<file path="src/rtl/fpcvt_arbiter.sv">
// fpcvt_arbiter: round-robin sharing of one combinational FPCVT converter among NREQ requesters.
// Optional macro FPCVT_STATS_EN adds sat_count, a saturating count of full-scale results.
module fpcvt_arbiter #(
   parameter int NREQ = 4,
   parameter int IDW  = 3
) (
   input  logic                clk,
   input  logic                rst,
`ifdef FPCVT_STATS_EN
   output logic [15:0]         sat_count,
`endif
   input  logic [NREQ-1:0]     req_valid,
   input  logic [12*NREQ-1:0]  req_data,
   output logic [NREQ-1:0]     req_ready,
   output logic [11:0]         cvt_d,
   input  logic                cvt_s,
   input  logic [2:0]          cvt_e,
   input  logic [3:0]          cvt_f,
   output logic                out_valid,
   input  logic                out_ready,
   output logic [IDW-1:0]      out_id,
   output logic                out_s,
   output logic [2:0]          out_e,
   output logic [3:0]          out_f
);
   localparam int PW = $clog2(NREQ);
   typedef enum logic [1:0] {IDLE, CONV, HOLD} state_t;
   state_t          state_q, state_d;
   logic [PW-1:0]   rr_ptr_q, rr_ptr_d, gnt_idx;
   logic [PW:0]     k;
   logic            found, accept_ok, xfer;
   logic [11:0]     cvt_q;
   logic [IDW-1:0]  id_q, out_id_q;
   logic            out_valid_q, out_s_q;
   logic [2:0]      out_e_q;
   logic [3:0]      out_f_q;
   // scan upward from rr_ptr, wrapping modulo NREQ
   always_comb begin
      found   = 1'b0;
      gnt_idx = '0;
      k       = '0;
      for (int i = 0; i < NREQ; i++) begin
         k = {1'b0, rr_ptr_q} + (PW+1)'(i);
         k = (k >= (PW+1)'(NREQ)) ? k - (PW+1)'(NREQ) : k;
         if (!found && req_valid[k[PW-1:0]]) begin
            found   = 1'b1;
            gnt_idx = k[PW-1:0];
         end
      end
   end
   assign accept_ok = (state_q == IDLE) || (state_q == HOLD && out_ready);
   assign req_ready = (accept_ok && found && !rst) ? NREQ'(1) << gnt_idx : '0;
   assign xfer      = |(req_valid & req_ready);
   assign rr_ptr_d  = (gnt_idx == PW'(NREQ-1)) ? '0 : gnt_idx + 1'b1;
   always_comb begin
      state_d = state_q;
      state_d = (state_q == CONV) ? HOLD :
                (state_q == HOLD && !out_ready) ? HOLD :
                xfer ? CONV : IDLE;
   end
   always_ff @(posedge clk) begin
      if (rst) begin
         state_q     <= IDLE;
         rr_ptr_q    <= '0;
         cvt_q       <= '0;
         id_q        <= '0;
         out_valid_q <= 1'b0;
         out_id_q    <= '0;
         out_s_q     <= 1'b0;
         out_e_q     <= '0;
         out_f_q     <= '0;
      end else begin
         state_q <= state_d;
         if (xfer) begin
            cvt_q    <= req_data[12*int'(gnt_idx) +: 12];
            id_q     <= IDW'(gnt_idx);
            rr_ptr_q <= rr_ptr_d;
         end
         if (state_q == CONV) begin
            out_s_q     <= cvt_s;
            out_e_q     <= cvt_e;
            out_f_q     <= cvt_f;
            out_id_q    <= id_q;
            out_valid_q <= 1'b1;
         end else if (state_q == HOLD && out_ready) begin
            out_valid_q <= 1'b0;
         end
      end
   end
   assign cvt_d     = cvt_q;
   assign out_valid = out_valid_q;
   assign out_id    = out_id_q;
   assign out_s     = out_s_q;
   assign out_e     = out_e_q;
   assign out_f     = out_f_q;
`ifdef FPCVT_STATS_EN
   logic [15:0] sat_q;
   always_ff @(posedge clk) begin
      if (rst) sat_q <= '0;
      else if (state_q == CONV && cvt_e == 3'b111 && cvt_f == 4'hF && sat_q != 16'hFFFF)
         sat_q <= sat_q + 16'd1;
   end
   assign sat_count = sat_q;
`endif
endmodule

</file>
<file path="config.mk">
export PLATFORM = sky130hd
export DESIGN_NAME = fpcvt_arbiter
export DESIGN_NICKNAME = d
export VERILOG_FILES = /design/src/rtl/fpcvt_arbiter.sv
export SDC_FILE = /design/constraint.sdc
export NUM_CORES = 1
export LEC_CHECK = 0
export BUFFER_PORTS_ARGS = -buffer_cell sky130_fd_sc_hd__buf_2
export CAP_MARGIN = 20
export CELL_PAD_IN_SITES_DETAIL_PLACEMENT = 1
export CELL_PAD_IN_SITES_GLOBAL_PLACEMENT = 1
export CORE_UTILIZATION = 31
export CTS_CLUSTER_DIAMETER = 60
export DETAILED_ROUTE_END_ITERATION = 8
export PLACE_DENSITY = 0.78
export SYNTH_ARGS = -nofsm -noshare
export SYNTH_HDL_FRONTEND = slang
export SYNTH_SLANG_ARGS = --single-unit
</file>
<file path="constraint.sdc">
create_clock -name clk -period 2.56 [get_ports clk]
set_input_delay 0.256 -clock clk [delete_from_list [all_inputs] [get_ports clk]]
set_output_delay 0.256 -clock clk [all_outputs]
set_load 0.005 [all_outputs]
</file>
==> flow_results.org, run 1 <==
** Synth
- Number of distinct library cell variants in the gate-level netlist after synthesis :: 33
- Of all cell types, the one taking the most synthesized area is sky130_fd_sc_hd__dfxtp_1.
- Syn Inst Count :: 177
- Synthesized Nets :: 241
- Main flop type after synthesis :: sky130_fd_sc_hd__dfxtp_1
- Post-synth EDFFs :: 0
- Cell area after synthesis :: 1665 sq um
- Share of Yosys cell area claimed by the top area cell type :: 34.86%
- Syn_area_per_cell :: 9.409 sq um
- Synthesized flop and latch total :: 29
- Share of synthesized flip-flops with an asynchronous set or reset :: 0%
- Synth warnings :: 0
- Sequential element share of the synthesized area :: 34.86%
- By area the synthesized netlist is led by sky130_fd_sc_hd__dfxtp_1 (35%), sky130_fd_sc_hd__mux2i_1 (15%), sky130_fd_sc_hd__mux2_2 (8.1%).

** Routing
- The count of nets left with antenna violations once routing finished came out at 0.
- The pre-antenna-repair detailed-routing pass consisted of 4 iterations.
- Total detailed-routing wirelength :: 4413 microns
- Vias per Instance :: 4.734
- In the routed design, unresolved DRC markers number 0.
- Violation count after the first detailed-route iteration :: 20
- The final route contains 1586 vias.
- In the final routed layout, each cell accounts on average for 13.17 microns.

** STA
- Time the final worst path needs with I/O delays and setup :: 2254 ps
- The final count of pins violating max slew came to 0.
- On the final layout, the worst clock skew is 8.291 ps.
- Number of hold violations in the final report :: 0
- Setup violations remaining at the end of the flow were counted as 0.
- Setup slack on the critical path of the routed design comes to 305.6 ps.
- For the pin with the worst max-slew slack, the measured transition is 802.7 ps.
- Sum of negative setup slack :: 0 ps
- Setup repair after global routing left no endpoint under its margin.
- The final critical path takes up 88.06% of the cycle.
- Timing would allow up to 443.6 MHz.
- The worst pin sits at a relative slew slack of 46.38%.

** Global route
- Entering global routing, the biggest net connects 29 pins.
- In the global route stage, overall resource usage came out at 16.29%.
- The initial antenna violation count was 0.
- Grt total ovfl :: 0
- The via count of the first global-routing pass came to 1508.
- The first global-routing pass estimated 6975 microns of wire.

** Worst setup path
- Nature of the critical path startpoint :: flop
- CP startpoint :: rr_ptr_q[1]$_SDFFE_PP0P_
- Data arrival, critical path :: 2470 ps
- STA classifies the critical path endpoint as a flop.
- Of all nets on the critical path, the largest fanout is 20.
- The startpoint identified for the worst register-to-register timing path is rr_ptr_q[1]$_SDFFE_PP0P_.
- Worst Path Class, Setup :: flop to flop
- Data on the critical path is required at its endpoint by 2780 ps.
- Worst Reg2Reg Path Length in Cells :: 10

** Clock network
- The tree is rooted in a sky130_fd_sc_hd__clkbuf_8.
- Number of sinks handled by clock tree synthesis :: 29
- CTS built an H-tree with a depth of 2.
- At the later pin of the worst-skew pair, clock insertion delay measures 280 ps.
- Worst-case clock buffer depth :: 2
- Clock transition time at the flip-flop clock pins of the worst setup and hold paths :: 70 ps
- Number of clock buffers inserted by TritonCTS :: 5
- TritonCTS built the clock tree.
- Count of buffers added by post-CTS timing repair for setup :: 0

** Pwr
- Peak supply drop :: 0.0002619 V
- Clock network fraction of design power :: 25.6%
- Sequential Power Share :: 39.1%
- In this run switching power makes up 33.76% of total power.
- The analysis attributes to cell leakage a power of 1.025 nW.
- Internal power comes to 0.9655 mW.
- Combinational cell fraction of total power :: 35.3%
- For this design the total switching power over the nets is 0.4921 mW.
- Power spread over the standard cell area amounts to 660.0 nW/um^2.

** Floorplanning
- The die is 75.30 microns wide.
- Die outline area :: 5669 sq um
- For this design the top-level I/O count stands at 91.
- Die outline height :: 75.30 microns
- Starting density of the core :: 32.40%
- The floorplan step defined a core boundary enclosing 5140 sq um.
- Row generation in the floorplan step produced 26 rows.

** Cells and area
- Area delta synth->final :: 32.61%
- After the last flow step, the layout net total stands at 328.
- Area used by sequential logic in the layout :: 580.6 sq um
- In the final layout, the share of cells above drive strength 1 is 50.19%.
- The multi-input combinational cells in the finished layout cover a total of 954.7 sq um.
- Number of inserted diodes :: 0
- Fillers :: 665

** Place
- Detailed placement ended at an HPWL of 3401 microns.
- Post-Place Setup Slack :: 192.4 ps
- The congestion estimate from routability-driven global placement came to 0.7289.
- IO Port Bufs :: 89

** Worst hold path
- Path category of the worst min-delay check :: input port to flop
- Source of the worst hold timing path :: cvt_f[3]
- Along the worst hold path, the cell count comes to 3.

** Outcome
- The run finished with clean final reports.

** Run
- Reported max-cap violation count :: 0
cells by family (layout without fill, tap and decap cells):
family	count (synthesis)	in the layout	share of synthesized area, %
muxes	37	37	23.14
DFF	29	29	34.86
adders and majority gates	1	1	0.7512
AOI/OAI and AO/OA	32	32	13.82
other	1	1	0.2252
and+or+nand+nor	59	59	18.71
buffers and inverters	18	106	8.489
stage by stage:
stage	cells	util [%]	hold slack (ps)	area, sq um	power [mW]
5_1_grt	335	42.96	211.1	2208	1.554
4_1_cts	335	42.84	203.3	2202	1.478
2_1_floorplan	177	-	392.0	1665	0.9509
3_5_place_dp	327	41.16	447.9	2116	1.103
6_report	335	42.96	208.0	2208	1.458
3_3_place_gp	327	41.16	441.0	2116	1.082
what timing repair did:
| item | CTS | global route |
|---|---|---|
| endpoints found under the setup margin | 0 | 1 |
| resized for setup | 0 | 1 |
| hold buffers | 0 | 0 |
cell usage after synthesis, drive strengths merged (2+ instances only):
master and n:
nor2b 2, nor2 12, clkbuf 5, nand2 22, o21ai 13, a211oi 2, dfxtp 29, nor3 5
buf 8, nand2b 3, mux2 12, mux2i 25, inv 4, nand3b 14, a21oi 14
power by group through the flow:
| stage | logic (mW) | clock network (mW) | registers [mW] |
|---|---|---|---|
| after floorplan | 0.370 | 0 | 0.581 |
| after global placement | 0.507 | 0 | 0.576 |
| after detailed placement | 0.523 | 0 | 0.580 |
| after CTS | 0.524 | 0.383 | 0.571 |
| after global routing | 0.569 | 0.405 | 0.580 |
| final | 0.515 | 0.373 | 0.570 |
sequential cells by signal, summed over array words and instances (netlist names):
register and flops:
id_q 2, out_f 4, out_id 2, out_e 3, rr_ptr_q 2, state_q 2, out_valid 1, out_s 1
cvt_d 12
layer usage:
layer / routed length, microns / share of wire (%) / up-vias / GRT usage, %
met1: 1852 / 42 / 751 / 19.40
met3: 145 / 3.3 / 5 / 3.175
met2: 2353 / 53 / 39 / 29.56
met5: 0 / 0 / - / 0
li1: - / - / 791 / -
met4: 61 / 1.4 / 0 / 4.938
final timing paths:
check,to,slack [ps]
max,cvt_d[3]$_SDFFE_PP0P_,310
min,out_f[3]$_SDFFE_PP0P_,210
max reg2reg,cvt_d[3]$_SDFFE_PP0P_,310
min reg2reg,out_f[3]$_SDFFE_PP0P_,450
cell usage in the layout, fill, tap and decap left out, types with 5 or more instances in the layout:
cell type                  count
sky130_fd_sc_hd__buf_2        89
sky130_fd_sc_hd__dfxtp_1      29
sky130_fd_sc_hd__mux2i_1      25
sky130_fd_sc_hd__nand2_1      21
sky130_fd_sc_hd__a21oi_1      14
sky130_fd_sc_hd__nand3b_1     14
sky130_fd_sc_hd__mux2_2       12
sky130_fd_sc_hd__nor2_1       11
sky130_fd_sc_hd__o21ai_2      11
sky130_fd_sc_hd__clkbuf_8      5
cell type report:
class | count | area share (%)
Clock inverter | 3 | 0.7932
Clock buffer | 5 | 3.116
Timing Repair Buffer | 93 | 21.53
Sequential cell | 29 | 26.29
Multi-Input combinational cell | 130 | 43.23
Tap cell | 70 | 3.966
Inverter | 5 | 1.076
worst max-delay path: stages (launching register included):
cell and delay [ps]:
sky130_fd_sc_hd__dfxtp_1 420, sky130_fd_sc_hd__mux2i_1 210, sky130_fd_sc_hd__nor2_1 80, sky130_fd_sc_hd__nor3_4 210
sky130_fd_sc_hd__inv_2 80, sky130_fd_sc_hd__ha_1 210, sky130_fd_sc_hd__nand2_1 70, sky130_fd_sc_hd__a31o_1 370
sky130_fd_sc_hd__buf_4 340, sky130_fd_sc_hd__nand3b_1 140, sky130_fd_sc_hd__o21ai_2 70
Note: power is estimated with default switching activity, not from simulation.
==> run 2, diff against run 1 <==
- PLACE_DENSITY: 0.78 -> default
- PLACE_DENSITY_LB_ADDON: default -> 0.2
==> run 2 against run 1 <==
Net effect:
- setup slack got worse by 3.6 ps
- clock power down 6.4%
- flip-flop and latch count did not move
- critical path type unchanged
==> flow_results.org, run 2 (synthesis results as in run 1) <==
** Worst setup path
- The critical path in this run is classified as flop to flop.
- Crit path max fanout :: 14 (-30%)
- Critical path endpoint category :: flop
- The worst register-to-register path begins at rr_ptr_q[1]$_SDFFE_PP0P_.
- The worst path arrival time is 2470 ps (about the same).
- The largest individual stage delay along the critical path comes from the cell sky130_fd_sc_hd__a311oi_1.
- Delay contributed by the slowest stage of the critical path :: 500 ps (+80 ps)
- The required time of the worst setup path is 2780 ps (about the same).
- The signal on the critical path passes through nand2_2, a311oi_1, nor2_4, ha_1, nand2_1, a31o_1, buf_4, nand3b_1, o21ai_2.
- Nature of the critical path startpoint :: flop
- CP startpoint :: rr_ptr_q[1]$_SDFFE_PP0P_

** Place
- IO Port Bufs :: 89 (unchanged)
- The placed wire-length estimate after detailed placement was 3298 microns (-3.0%).
- The final RePlAce weighted congestion came to 0.7656 (+5.0%).

** Clock network
- The number of cells upsized or downsized after cts is 0 (unchanged).
- The clock latency at the later pin of the worst-skew pair was 280 ps (about the same).
- H-tree depth reported by CTS :: 2 (unchanged)
- Clock tree from TritonCTS :: done
- Number of clock buffers inserted by TritonCTS :: 5 (unchanged)
- The buffers inserted during post-CTS setup optimization came to 0 (unchanged).
- Worst-case clock buffer depth :: 2 (unchanged)
- Clock transition time at the flip-flop clock pins of the worst setup and hold paths :: 60 ps (about the same)
- The root buffer cell chosen for the clock tree is sky130_fd_sc_hd__clkbuf_8.
- The total number of clock tree sinks came to 29 (unchanged).
- The number of buffers inserted for hold repair after clock tree synthesis came to 0 (unchanged).

** Floorplanning
- The full die area is 5669 sq um (unchanged).
- Die outline height :: 75.30 microns (unchanged)
- The starting density of the core was 32.40% (unchanged).
- The standard cell core area is 5140 sq um (unchanged).
- The number of top-level pins is 91 (unchanged).
- The number of placement rows is 26 (unchanged).
- Die span in x :: 75.30 microns (unchanged)

** Global route
- Pin count of the biggest net entering global routing :: 29 (unchanged)
- Number of antenna violations at the first check in global routing :: 0 (unchanged)
- The total congestion overflow after global routing came to 0 (unchanged).
- The via count of the first global-routing pass came to 1526 (+1.2%).
- The global-route wire length before repair came to 6962 microns (-0.19%).
- Overall track demand over capacity in global routing :: 16.40% (+0.11 points)

** Pwr
- The combinational share of power was 36.0% (+0.7 points).
- The part of the total power dissipated in the clock network is 24.3% (-1.3 points).
- The switching power is 0.4591 mW (-6.7%).
- Standby leakage power :: 1.024 nW (about the same)
- The sequential share of power is 39.7% (+0.6 points).
- Pwr per Cell Area :: 650.3 nW/um^2 (-1.5%)
- The cell internal power dissipation was 0.9737 mW (+0.85%).
- The worst IR drop on VDD was 0.0002846 V (+8.7%).
- The share of total power consumed by net switching came to 32.04% (-1.7 points).
- The overall power consumption was 1.433 mW (-1.7%).

** Cells and area
- Most common library cell in the layout ignoring fill and taps :: sky130_fd_sc_hd__buf_2
- Share of cells above drive strength 1 :: 48.87% (-1.3 points)
- The area growth from synthesis to layout is 32.31%.
- The antenna cell count was 0 (unchanged).
- The total number of nets in the final design came to 329 (+0.30%).
- In the layout the commonest cells are sky130_fd_sc_hd__buf_2 (89), sky130_fd_sc_hd__dfxtp_1 (29), sky130_fd_sc_hd__mux2i_1 (25).
- Number of flip-flops in the largest register :: 12 (unchanged)
- Fillers :: 666 (+0.15%)

** Routing
- The number of nets with antenna violations after routing is 0 (unchanged).
- The detail-routed net length per standard cell came to 12.80 microns (-2.8%).
- Number of vias after detailed routing :: 1551 (-2.2%)
- The iteration count of the initial detailed-routing pass was 4 (unchanged).
- The post-detailed-route via-to-cell ratio is 4.616 (-2.5%).
- Total detailed-routing wirelength :: 4301 microns (-2.5%)
- The starting DRC count in detailed routing was 53 (+170%).
- Final routed DRC violation total :: 0 (unchanged)

** STA
- Pins over their slew limit :: 0 (unchanged)
- The worst-margin pin slew came to 806.0 ps (+3.295 ps).
- The headroom to the max-slew limit is 46.16% (-0.22 points).
- Time the final worst path needs with I/O delays and setup :: 2258 ps (+3.582 ps)
- The final clock period utilization by the worst path was 88.20% (+0.14 points).
- The final number of setup-violating endpoints is 0 (unchanged).
- The count of endpoints failing hold in the final timing report came to 0 (unchanged).
- Worst Skew :: 5.546 ps (-2.745 ps)
- The maximum clock frequency was 442.9 MHz (-0.16%).
- The final-layout setup total negative slack is 0 ps (unchanged).
- Setup repair after global routing missed its margin :: no

** Run
- The max-capacitance violation count is 0 (unchanged).

** Worst hold path
- Path category of the worst min-delay check :: input port to flop
- The startpoint identified for the worst hold timing path is cvt_e[1].

** Outcome
- The flow ran to the end, and the final reports show no timing, DRC or antenna violations.
[run 2: cell types whose count changed in the layout (fill, tap and decap cells not counted), sizes merged]
cell,before,now
buf,93,94
clkinvlp,1,0
clkbuf,5,8
clkinv,3,1
[run 2: path summary, 6_finish.rpt]
check	endpoint	slack, ps	depth (start not counted)
min	out_e[1]$_SDFFE_PP0P_	220	3
min reg2reg	out_id[1]$_SDFFE_PP0P_	450	2
max reg2reg	cvt_d[4]$_SDFFE_PP0P_	300	9
max	cvt_d[4]$_SDFFE_PP0P_	300	9
[run 2: area by class of cell]
cell class / instances / area, sq um / share of cell area [%]
inverter: 5 / 23.77 / 1.079
multi-input combinational: 130 / 948.4 / 43.04
clock buffer: 8 / 80.08 / 3.634
tap: 70 / 87.58 / 3.975
sequential: 29 / 580.6 / 26.35
timing repair buffer: 94 / 483.0 / 21.92
[run 2: routing by layer]
layer	vias to the layer above	track usage (%)	share of wire [%]
li1	789	-	-
met1	714	20.05	44
met2	44	27.68	49
met3	4	4.365	5.3
met4	0	6.173	1.2
met5	-	0	0
[run 2: power groups by stage]
stage	registers, mW	logic, mW	clock network, mW
final	0.568	0.516	0.349
after global routing	0.579	0.578	0.383
after CTS	0.569	0.528	0.368
after detailed placement	0.578	0.522	0
after global placement	0.576	0.516	0
after floorplan	0.581	0.370	0
[run 2: metrics by stage]
step	cell area [sq um]	utilization [%]	setup slack, ps	hold slack, ps	instances
finish	2203	42.87	302.1	219.9	336
global route	2203	42.87	167.3	225.9	336
CTS	2203	42.87	316.1	209.9	336
detailed placement	2123	41.31	331.9	451.1	328
global placement	2123	41.31	395.7	440.7	328
floorplan	1665	-	521.2	392.0	177
[run 2: critical path, delay by kind of cell (launching register included)]
kind            cells  cell delay [ps]
simple gates        4              450
buf+inv             1              260
compound gates      3              800
flops               1              430
fa+ha+maj           1              240
